==> src/rtl/mips32_loader_pkg.sv <==
// mips32_loader_pkg: shared state encoding, error codes and frame constants for the program loader
package mips32_loader_pkg;
  typedef enum logic [2:0] {LEN_HI, LEN_LO, WORD, CSUM, START, RUN, ERR} state_t;
  localparam logic [1:0] ERR_NONE = 2'd0;
  localparam logic [1:0] ERR_LEN  = 2'd1;
  localparam logic [1:0] ERR_CSUM = 2'd2;
  localparam logic [1:0] ERR_TMO  = 2'd3;
  localparam int LEN_BYTES  = 2;
  localparam int WORD_BYTES = 4;
endpackage

==> src/rtl/mips32_byte_packer.sv <==
// mips32_byte_packer: assembles 4 bytes MSB first; word_valid flags the byte completing a word
module mips32_byte_packer
  import mips32_loader_pkg::*;
(
  input  logic        clk,
  input  logic        rst,
  input  logic        i_clr,
  input  logic        i_en,
  input  logic [7:0]  i_byte,
  output logic [31:0] o_word,
  output logic        o_word_valid
);
  logic [23:0] r_sh;
  logic [1:0]  r_idx;
  always_ff @(posedge clk) begin
    if (rst || i_clr) begin
      r_sh  <= '0;
      r_idx <= '0;
    end else if (i_en) begin
      r_sh  <= {r_sh[15:0], i_byte};
      r_idx <= r_idx + 2'd1;
    end
  end
  // the completing byte is merged combinationally so the write lands one cycle after it
  assign o_word       = {r_sh, i_byte};
  assign o_word_valid = i_en && (r_idx == 2'(WORD_BYTES - 1));
endmodule

==> src/rtl/mips32_prog_loader.sv <==
// mips32_prog_loader: byte-stream frame loader that fills core memory then releases the core.
// Optional inter-byte timeout enabled by defining LOADER_TIMEOUT_EN.
module mips32_prog_loader
  import mips32_loader_pkg::*;
#(
  parameter int ADDR_W      = 10,
  parameter int BASE_ADDR   = 0,
  parameter int TIMEOUT_CYC = 1000
) (
  input  logic              clk1,
  input  logic              rst,
  input  logic [7:0]        in_data,
  input  logic              in_valid,
  output logic              in_ready,
  output logic              mem_we,
  output logic [ADDR_W-1:0] mem_addr,
  output logic [31:0]       mem_wdata,
  output logic              cpu_hold,
  output logic              cpu_start,
  output logic              done,
  output logic [1:0]        err_code
);
  localparam int DEPTH = 2 ** ADDR_W;
  if (TIMEOUT_CYC < 1) begin : g_tmo_chk
    $error("TIMEOUT_CYC must be positive");
  end
  state_t      r_state;
  logic [15:0] r_len;
  logic [15:0] r_wcnt;
  logic [7:0]  r_csum;
  logic [1:0]  r_err;
  logic        w_acc;
  logic [15:0] w_len;
  logic [31:0] w_word;
  logic        w_word_valid;
`ifdef LOADER_TIMEOUT_EN
  logic [31:0] r_tmo;
`endif
  assign w_acc     = in_valid && in_ready;
  assign w_len     = {r_len[15:8], in_data};
  assign in_ready  = r_state inside {LEN_HI, LEN_LO, WORD, CSUM};
  assign cpu_hold  = !(r_state inside {START, RUN});
  assign cpu_start = r_state == START;
  assign done      = r_state == RUN;
  assign err_code  = r_err;
  mips32_byte_packer u_packer (
    .clk         (clk1),
    .rst         (rst),
    .i_clr       (r_state != WORD),
    .i_en        (w_acc && r_state == WORD),
    .i_byte      (in_data),
    .o_word      (w_word),
    .o_word_valid(w_word_valid)
  );
  always_ff @(posedge clk1) begin
    if (rst) begin
      r_state   <= LEN_HI;
      r_len     <= '0;
      r_wcnt    <= '0;
      r_csum    <= '0;
      r_err     <= ERR_NONE;
      mem_we    <= 1'b0;
      mem_addr  <= '0;
      mem_wdata <= '0;
`ifdef LOADER_TIMEOUT_EN
      r_tmo     <= '0;
`endif
    end else begin
      mem_we <= 1'b0;
      case (r_state)
        LEN_HI: if (w_acc) begin
          r_len[15:8] <= in_data;
          r_csum      <= r_csum ^ in_data;
          r_state     <= LEN_LO;
        end
        LEN_LO: if (w_acc) begin
          r_len   <= w_len;
          r_csum  <= r_csum ^ in_data;
          r_state <= (w_len == 16'd0) ? CSUM :
                     ({1'b0, w_len} > 17'(DEPTH - BASE_ADDR)) ? ERR : WORD;
          if (w_len != 16'd0 && {1'b0, w_len} > 17'(DEPTH - BASE_ADDR)) r_err <= ERR_LEN;
        end
        WORD: if (w_acc) begin
          r_csum <= r_csum ^ in_data;
          if (w_word_valid) begin
            mem_we    <= 1'b1;
            mem_addr  <= ADDR_W'(BASE_ADDR) + r_wcnt[ADDR_W-1:0];
            mem_wdata <= w_word;
            r_wcnt    <= r_wcnt + 16'd1;
            if (r_wcnt + 16'd1 == r_len) r_state <= CSUM;
          end
        end
        CSUM: if (w_acc) begin
          r_state <= (in_data == r_csum) ? START : ERR;
          if (in_data != r_csum) r_err <= ERR_CSUM;
        end
        START: r_state <= RUN;
        default: r_state <= r_state;
      endcase
`ifdef LOADER_TIMEOUT_EN
      // only mid-frame stalls count; idling before a frame never times out
      if (w_acc || !(r_state inside {LEN_LO, WORD, CSUM})) r_tmo <= '0;
      else if (r_tmo == 32'(TIMEOUT_CYC - 1)) begin
        r_state <= ERR;
        r_err   <= ERR_TMO;
      end else r_tmo <= r_tmo + 32'd1;
`endif
    end
  end
endmodule

==> config.mk <==
export PLATFORM = sky130hd
export DESIGN_NAME = mips32_prog_loader
export DESIGN_NICKNAME = d
export VERILOG_FILES = /design/src/rtl/mips32_loader_pkg.sv /design/src/rtl/mips32_byte_packer.sv /design/src/rtl/mips32_prog_loader.sv
export SDC_FILE = /design/constraint.sdc
export NUM_CORES = 1
export LEC_CHECK = 0
export CORE_MARGIN = 4
export CORE_UTILIZATION = 50
export CTS_CLUSTER_SIZE = 40
export DETAILED_ROUTE_END_ITERATION = 16
export GPL_TIMING_DRIVEN = 0
export PLACE_DENSITY_LB_ADDON = 0.2
export SLEW_MARGIN = 20
export SYNTH_ARGS = -nofsm -noshare
export SYNTH_HDL_FRONTEND = slang
export SYNTH_SLANG_ARGS = --single-unit
==> constraint.sdc <==
create_clock -name clk1 -period 2 [get_ports clk1]
set_input_delay 0.4 -clock clk1 [delete_from_list [all_inputs] [get_ports clk1]]
set_output_delay 0.4 -clock clk1 [all_outputs]
set_load 0.02 [all_outputs]
==> results by group, run 1 <==
Drt
  • Remaining DRCs: 0
  • Routed length per instance: roughly 16 µm
  • Drt via density: 5.371
  • Vias after detailed routing: 4490
  • DRT iter0 DRCs: 323
  • Routed WL: 12.96 mm
  • Drt pass-1 iters: 5
  • Final ANT Viol Nets: 0

Logic synthesis
  • Synth Area in Adders: 0.007639
  • Simple-Gate Fraction of Synth Area: 0.2648
  • Synth warnings: 0
  • Mapped Cells: 621
  • Avg Synthesized Cell Area: 7.912 µm²
  • Post-synth top flop: dfxtp_1
  • Largest family of logic cells by synthesized area: simple AND/OR/NAND/NOR gates
  • Syn_nets: 635
  • Netlist cell types: 41
  • FF+latch count, synth: roughly 110
  • EDFF count, synth: 0
  • Async set-reset flop share out of synthesis: 0
  • Syn Std Cell Area: 4913 µm²
  • Seq/Total Area, Yosys: 0.4645
  • Post-synthesis mux area share: 0
  • Compound-cell area share of the yosys netlist: 0.1126
  • XOR/XNOR Fraction of Synth Area: 0.09804

GRT
  • Initial antenna violation count: 0
  • First-pass GRT wire length: 20.91 mm
  • Gr busiest metal: met2
  • Met3 Use GR: 0.07766
  • GR Util met1: 0.2996
  • GRT Total Usage: 0.2322
  • Congestion Overflow GR: 0
  • Vias in the first global route: 4262
  • Largest net degree at the start of global routing: 17
  • Met2 usage: 0.3673

Setup path
  • Slowest stage delay, CP: 310 ps
  • Startpoint types: flop
  • Worst r2r src: r_wcnt[8]$_SDFFE_PP0P_
  • CP Capture Type: flop
  • CP most frequent cell: nor4_4
  • Worst path cell trace: clkbuf_2 > nand4_1 > nor4_4 > xnor2_1 > a211o_1 > nor4_4 > o22ai_1
  • Req. time, crit path: roughly 2400 ps
  • Critical setup path kind: reg2reg
  • CP Max Fanout: 6
  • Worst setup startpoint: r_wcnt[8]$_SDFFE_PP0P_
  • CP arrival: roughly 2400 ps
  • CP max stage cell: dfxtp_1

Power
  • Sw Ratio: 0.2769
  • Pleak: 0.002267 µW
  • Clock share of power: 0.488
  • Pwr Density: 932.7 nW/µm²
  • Max rail drop VDD: roughly 0.55 mV
  • Cell Int Power: 4285 µW
  • Overall Power: a little under 6000 µW
  • Seq pwr share: 0.407
  • Comb pwr share: 0.105
  • Sw Pwr: approximately 1600 µW

STA
  • Slew margin rel.: 0.5914
  • PnR worst setup slack: -1.636 ps
  • # setup viols final: 1
  • RSZ-0062 raised after global routing: yes
  • Max-slew violations: 0
  • Hold_ws: 230.1 ps
  • Min cycle time layout: ~2000 ps
  • Fmax: 0.4996 GHz
  • Worst-Margin Slew: 612.9 ps
  • Endpoints failing hold: 0
  • Skew final: between 7 and 8 ps
  • Fin crit share: 1.001

Floorplan
  • Initial Util: 0.5219
  • Full die area: 11480 µm²
  • IO Pins: 60
  • Core box area: 9415 µm²
  • Row count: 35
  • Die X: 107.1 µm
  • Die Span Y: ~110 µm

Clock tree
  • Num CTS Buffers: 17
  • CTS tree: done
  • Root Driver: clkbuf_8
  • CTS H-tree depth: 4
  • Hold_buf cts: 0
  • Insertion delay of the later-clocked pin in the worst-skew pair: approximately 510 ps
  • Maximum buffer depth of the clock tree: 2
  • Sink Count: 114
  • Clock slew at reported path FFs: 60 ps

Outcome
  • Status: finished with violations
  • Failing checks: negative setup slack

Layout
  • Layout cells sized above 1: 0.1330
  • ANT cells: 0
  • Area Overhead vs Synth: 29.31%
  • Most frequent cells in the layout: 189 x nand2_1, 111 x dfxtp_1, 88 x a21oi_1
  • Commonest non-fill, non-tap cell in the layout: nand2_1
  • Nets: roughly 710

Min path
  • Min-delay src: in_data[2]
  • Worst Hold Class: in2reg

Placed design
  • Routability cong.: 0.8979
  • Dpl hpwl: a little under 9 mm
  • IO Port Bufs: 49

Job
  • Maxcap violations: 0
-- sequential cells by signal (all words and copies together), names as in the netlist --
name,cells
u_packer.r_idx,2
r_state,3
mem_wdata,32
mem_we,1
mem_addr,10
r_len,16
err_code,2
r_wcnt,16
u_packer.r_sh,24
r_csum,8
-- stage by stage --
step                worst slack, ps  cells  setup TNS [ps]    util  area (µm²)
detailed placement           -298.5    799          -598.6  0.5911        5565
CTS                          -21.51    834          -21.51  0.6603        6217
floorplan                     17.66    621               0       -        4913
global route                 -74.63    836          -108.4  0.6748        6354
finish                       -1.636    836          -1.636  0.6748        6354
global placement             -258.6    799          -479.6  0.5911        5565
-- cell families after synthesis --
kind of cell	Yosys count
fa+ha+maj	3
compound gates	103
buf+inv	53
simple gates	293
xor+xnor	55
flops	114
-- Yosys cell counts (2+ instances only) --
library cell | instances | area [µm²]
buf_1 | 3 | 11.26
dfxtp_1 | 114 | 2282
buf_2 | 16 | 80.08
nor2b_1 | 4 | 25.02
nor4_2 | 3 | 37.54
and3_1 | 6 | 37.54
o21bai_1 | 2 | 15.01
buf_4 | 4 | 30.03
ha_1 | 3 | 37.54
o21ai_0 | 4 | 20.02
and3_4 | 3 | 33.78
nor2_1 | 37 | 138.9
nor3b_1 | 2 | 15.01
inv_1 | 2 | 7.510
nand2_1 | 190 | 713.2
nand4_1 | 11 | 68.82
nor4_1 | 5 | 31.28
buf_6 | 3 | 33.78
a21oi_1 | 88 | 440.4
nand2_2 | 2 | 12.51
nand3_1 | 13 | 65.06
xor2_1 | 28 | 245.2
or3_1 | 4 | 25.02
clkbuf_1 | 24 | 90.09
xnor2_1 | 27 | 236.5
nor3_1 | 8 | 40.04
-- power by group through the flow --
stage	logic (µW)	registers, µW	clock network, µW
after floorplan	449	2440	0
after global placement	580	2450	0
after detailed placement	593	2450	0
after CTS	599	2410	2920
after global routing	693	2420	3050
final	621	2410	2890
-- worst paths after layout --
kind	end	slack, ps	depth (start not counted)
hold / removal	mem_wdata[2]$_SDFFE_PP0P_	230	3
setup reg to reg	r_state[1]$_SDFFE_PP0P_	-2	7
hold reg to reg	mem_wdata[28]$_SDFFE_PP0P_	450	2
setup / recovery	r_state[1]$_SDFFE_PP0P_	-2	7
-- critical path, delay by kind of cell, from the launching register on --
kind	cells	cell delay [ps]
AND/OR/NAND/NOR	3	750
buffers and inverters	1	230
AO/OA/AOI/OAI	2	440
XOR/XNOR	1	130
flip-flops	1	310
-- final cells by class --
| cell class | instances | area, µm² |
|---|---|---|
| well taps | 129 | 161.4 |
| multi-input cells | 454 | 2509 |
| flip-flops and latches | 114 | 2288 |
| clock inverters | 14 | 147.6 |
| inverters | 2 | 10.01 |
| fillers | 770 | 3062 |
| clock buffers | 18 | 427.9 |
| plain buffers | 50 | 270.3 |
| repair buffers | 55 | 539.3 |
-- routing by layer --
metal,share of wire,wire [µm]
met3,0.074,960
met2,0.46,6001
met4,0.018,237
met5,0,0
met1,0.44,5762
-- what timing repair did --
item                                    CTS  global route
pin swaps                                 7             6
resized for setup                        19            33
buffers inserted                          4             2
gates cloned                              0             0
endpoints found under the hold margin     0             0
endpoints found under the setup margin   10            43
Power figures use the tool's default switching activity.
==> run 2: changes to the inputs <==
--- a/config.mk
+++ b/config.mk
@@ -5,12 +5,13 @@
 export SDC_FILE = /design/constraint.sdc
 export NUM_CORES = 1
 export LEC_CHECK = 0
+export ABC_AREA = 0
 export CORE_MARGIN = 4
 export CORE_UTILIZATION = 50
 export CTS_CLUSTER_SIZE = 40
 export DETAILED_ROUTE_END_ITERATION = 16
 export GPL_TIMING_DRIVEN = 0
-export PLACE_DENSITY_LB_ADDON = 0.2
+export PLACE_DENSITY_LB_ADDON = 0.3
 export SLEW_MARGIN = 20
 export SYNTH_ARGS = -nofsm -noshare
 export SYNTH_HDL_FRONTEND = slang
==> results by group, run 2 (synthesis results as in run 1) <==
Drt
  • Routed WL: between 10 and 15 mm
  • Final ANT Viol Nets: 0
  • Routed length per instance: 16.17 µm
  • Drt pass-1 iters: 5
  • Vias after detailed routing: 4533
  • DRT iter0 DRCs: 282
  • Drt via density: 5.396
  • Remaining DRCs: 0

Clock tree
  • CTS H-tree depth: 4
  • Sink Count: 114
  • Num CTS Buffers: 17
  • Insertion delay of the later-clocked pin in the worst-skew pair: 530 ps
  • Hold_buf cts: 0
  • Maximum buffer depth of the clock tree: 2
  • Clock slew at reported path FFs: 60 ps
  • Root Driver: clkbuf_8
  • CTS tree: done

Layout
  • Register area: 2288 µm²
  • Layout cells sized above 1: 0.1350
  • Commonest non-fill, non-tap cell in the layout: nand2_1
  • ANT cells: 0
  • Max FFs per register: 32
  • Layout filler cell count: 738
  • Area Overhead vs Synth: 29.46%
  • Most frequent cells in the layout: 189 x nand2_1, 111 x dfxtp_1, 88 x a21oi_1
  • Top flop regs: mem_wdata x32, u_packer.r_sh x24
  • Nets: between 700 and 800
  • Most flop-heavy register: mem_wdata
  • Area of the multi-input gates: 2499 µm²

GRT
  • Vias in the first global route: 4485
  • Initial antenna violation count: 0
  • Largest net degree at the start of global routing: 17
  • GRT Total Usage: 0.2417
  • First-pass GRT wire length: about 22 mm
  • Congestion Overflow GR: 0

STA
  • Max-slew violations: 0
  • Skew final: 5.626 ps
  • Endpoints failing hold: 0
  • Fin crit share: 0.9928
  • # setup viols final: 0
  • RSZ-0062 raised after global routing: yes
  • Slew margin rel.: 0.5550
  • Min cycle time layout: 1986 ps
  • Worst-Margin Slew: 667.5 ps
  • Fmax: 0.5036 GHz
  • PnR worst setup slack: 14.46 ps

Setup path
  • Worst setup startpoint: r_state[0]$_SDFFE_PP0P_
  • Startpoint types: flop
  • Reg2reg setup slack: between 10 and 15 ps
  • CP arrival: 2360 ps
  • Req. time, crit path: 2380 ps
  • Critical setup path kind: reg2reg
  • CP Capture Type: flop
  • CP Max Fanout: 10
  • Worst r2r src: r_state[0]$_SDFFE_PP0P_

Floorplan
  • Die X: 107.1 µm
  • Full die area: roughly 11000 µm²
  • Row count: 35
  • IO Pins: 60
  • Die Span Y: about 110 µm
  • Initial Util: 0.5219
  • Core box area: 9415 µm²

Placed design
  • Setup WS pre-CTS: -334.1 ps
  • Dpl hpwl: just under 9 mm
  • IO Port Bufs: 49
  • Routability cong.: 0.8570

Outcome
  • Status: finished clean

Job
  • Maxcap violations: 0

Min path
  • Worst Hold Class: in2reg
  • Min-delay src: in_data[2]

Power
  • Pleak: 0.002303 µW
  • Max rail drop VDD: 0.5221 mV
  • Overall Power: 5967 µW
  • Pwr Density: about 940 nW/µm²
==> run 2: final cells by class <==
class	instances	area share
Multi-Input combinational cell	454	0.3928
Sequential cell	114	0.3598
Timing Repair Buffer	59	0.08773
Clock buffer	18	0.06727
Buffer	50	0.04288
Tap cell	129	0.02537
Clock inverter	14	0.02301
Inverter	2	0.001180
==> run 2: metrics by stage <==
stage	hold slack (ps)	instances	area, µm²	setup TNS (ps)	util
after global routing	208.2	840	6361	-181.1	0.6756
final	210.3	840	6361	0	0.6756
after CTS	188.6	834	6213	-14.06	0.6599
after detailed placement	445.7	799	5565	-657.9	0.5911
after global placement	441.7	799	5565	-441.6	0.5911
after floorplan	432.1	621	4913	0	-
==> run 2: worst paths after layout <==
check,depth (start not counted),endpoint
min reg2reg,2,mem_wdata[24]$_SDFFE_PP0P_
min,3,mem_wdata[2]$_SDFFE_PP0P_
max,9,r_wcnt[6]$_SDFFE_PP0P_
max reg2reg,9,r_wcnt[6]$_SDFFE_PP0P_
==> run 2: repair_timing <==
action	4_1_cts	5_1_grt
gates resized for setup	18	33
pin swaps	7	8
buffers inserted	4	6
setup endpoints to repair	11	40
==> run 2: power by group <==
group          internal (µW)  leakage [µW]  switching, µW  total (µW)
Sequential              2350      0.000923           67.1        2410
Combinational            216       0.00111            409         625
Clock                   1720      0.000271           1210        2930
Total                   4280       0.00230           1680        5970
==> run 2: metal layers <==
| metal | vias up | GRT usage | part of all wire |
|---|---|---|---|
| met5 | - | 0 | 0 |
| met4 | 0 | 0.09954 | 0.024 |
| met3 | 39 | 0.06803 | 0.068 |
| met2 | 165 | 0.3870 | 0.48 |
| met1 | 2135 | 0.3057 | 0.43 |
| li1 | 2194 | - | - |
==> run 2: critical path: stages, from the launching register on <==
cell and delay [ps]:
dfxtp_1 290, buf_2 160, and4bb_1 290, buf_6 150, and2_1 150, buf_6 160
clkbuf_4 240, nand2_1 90, xor2_1 210, nor2_1 90
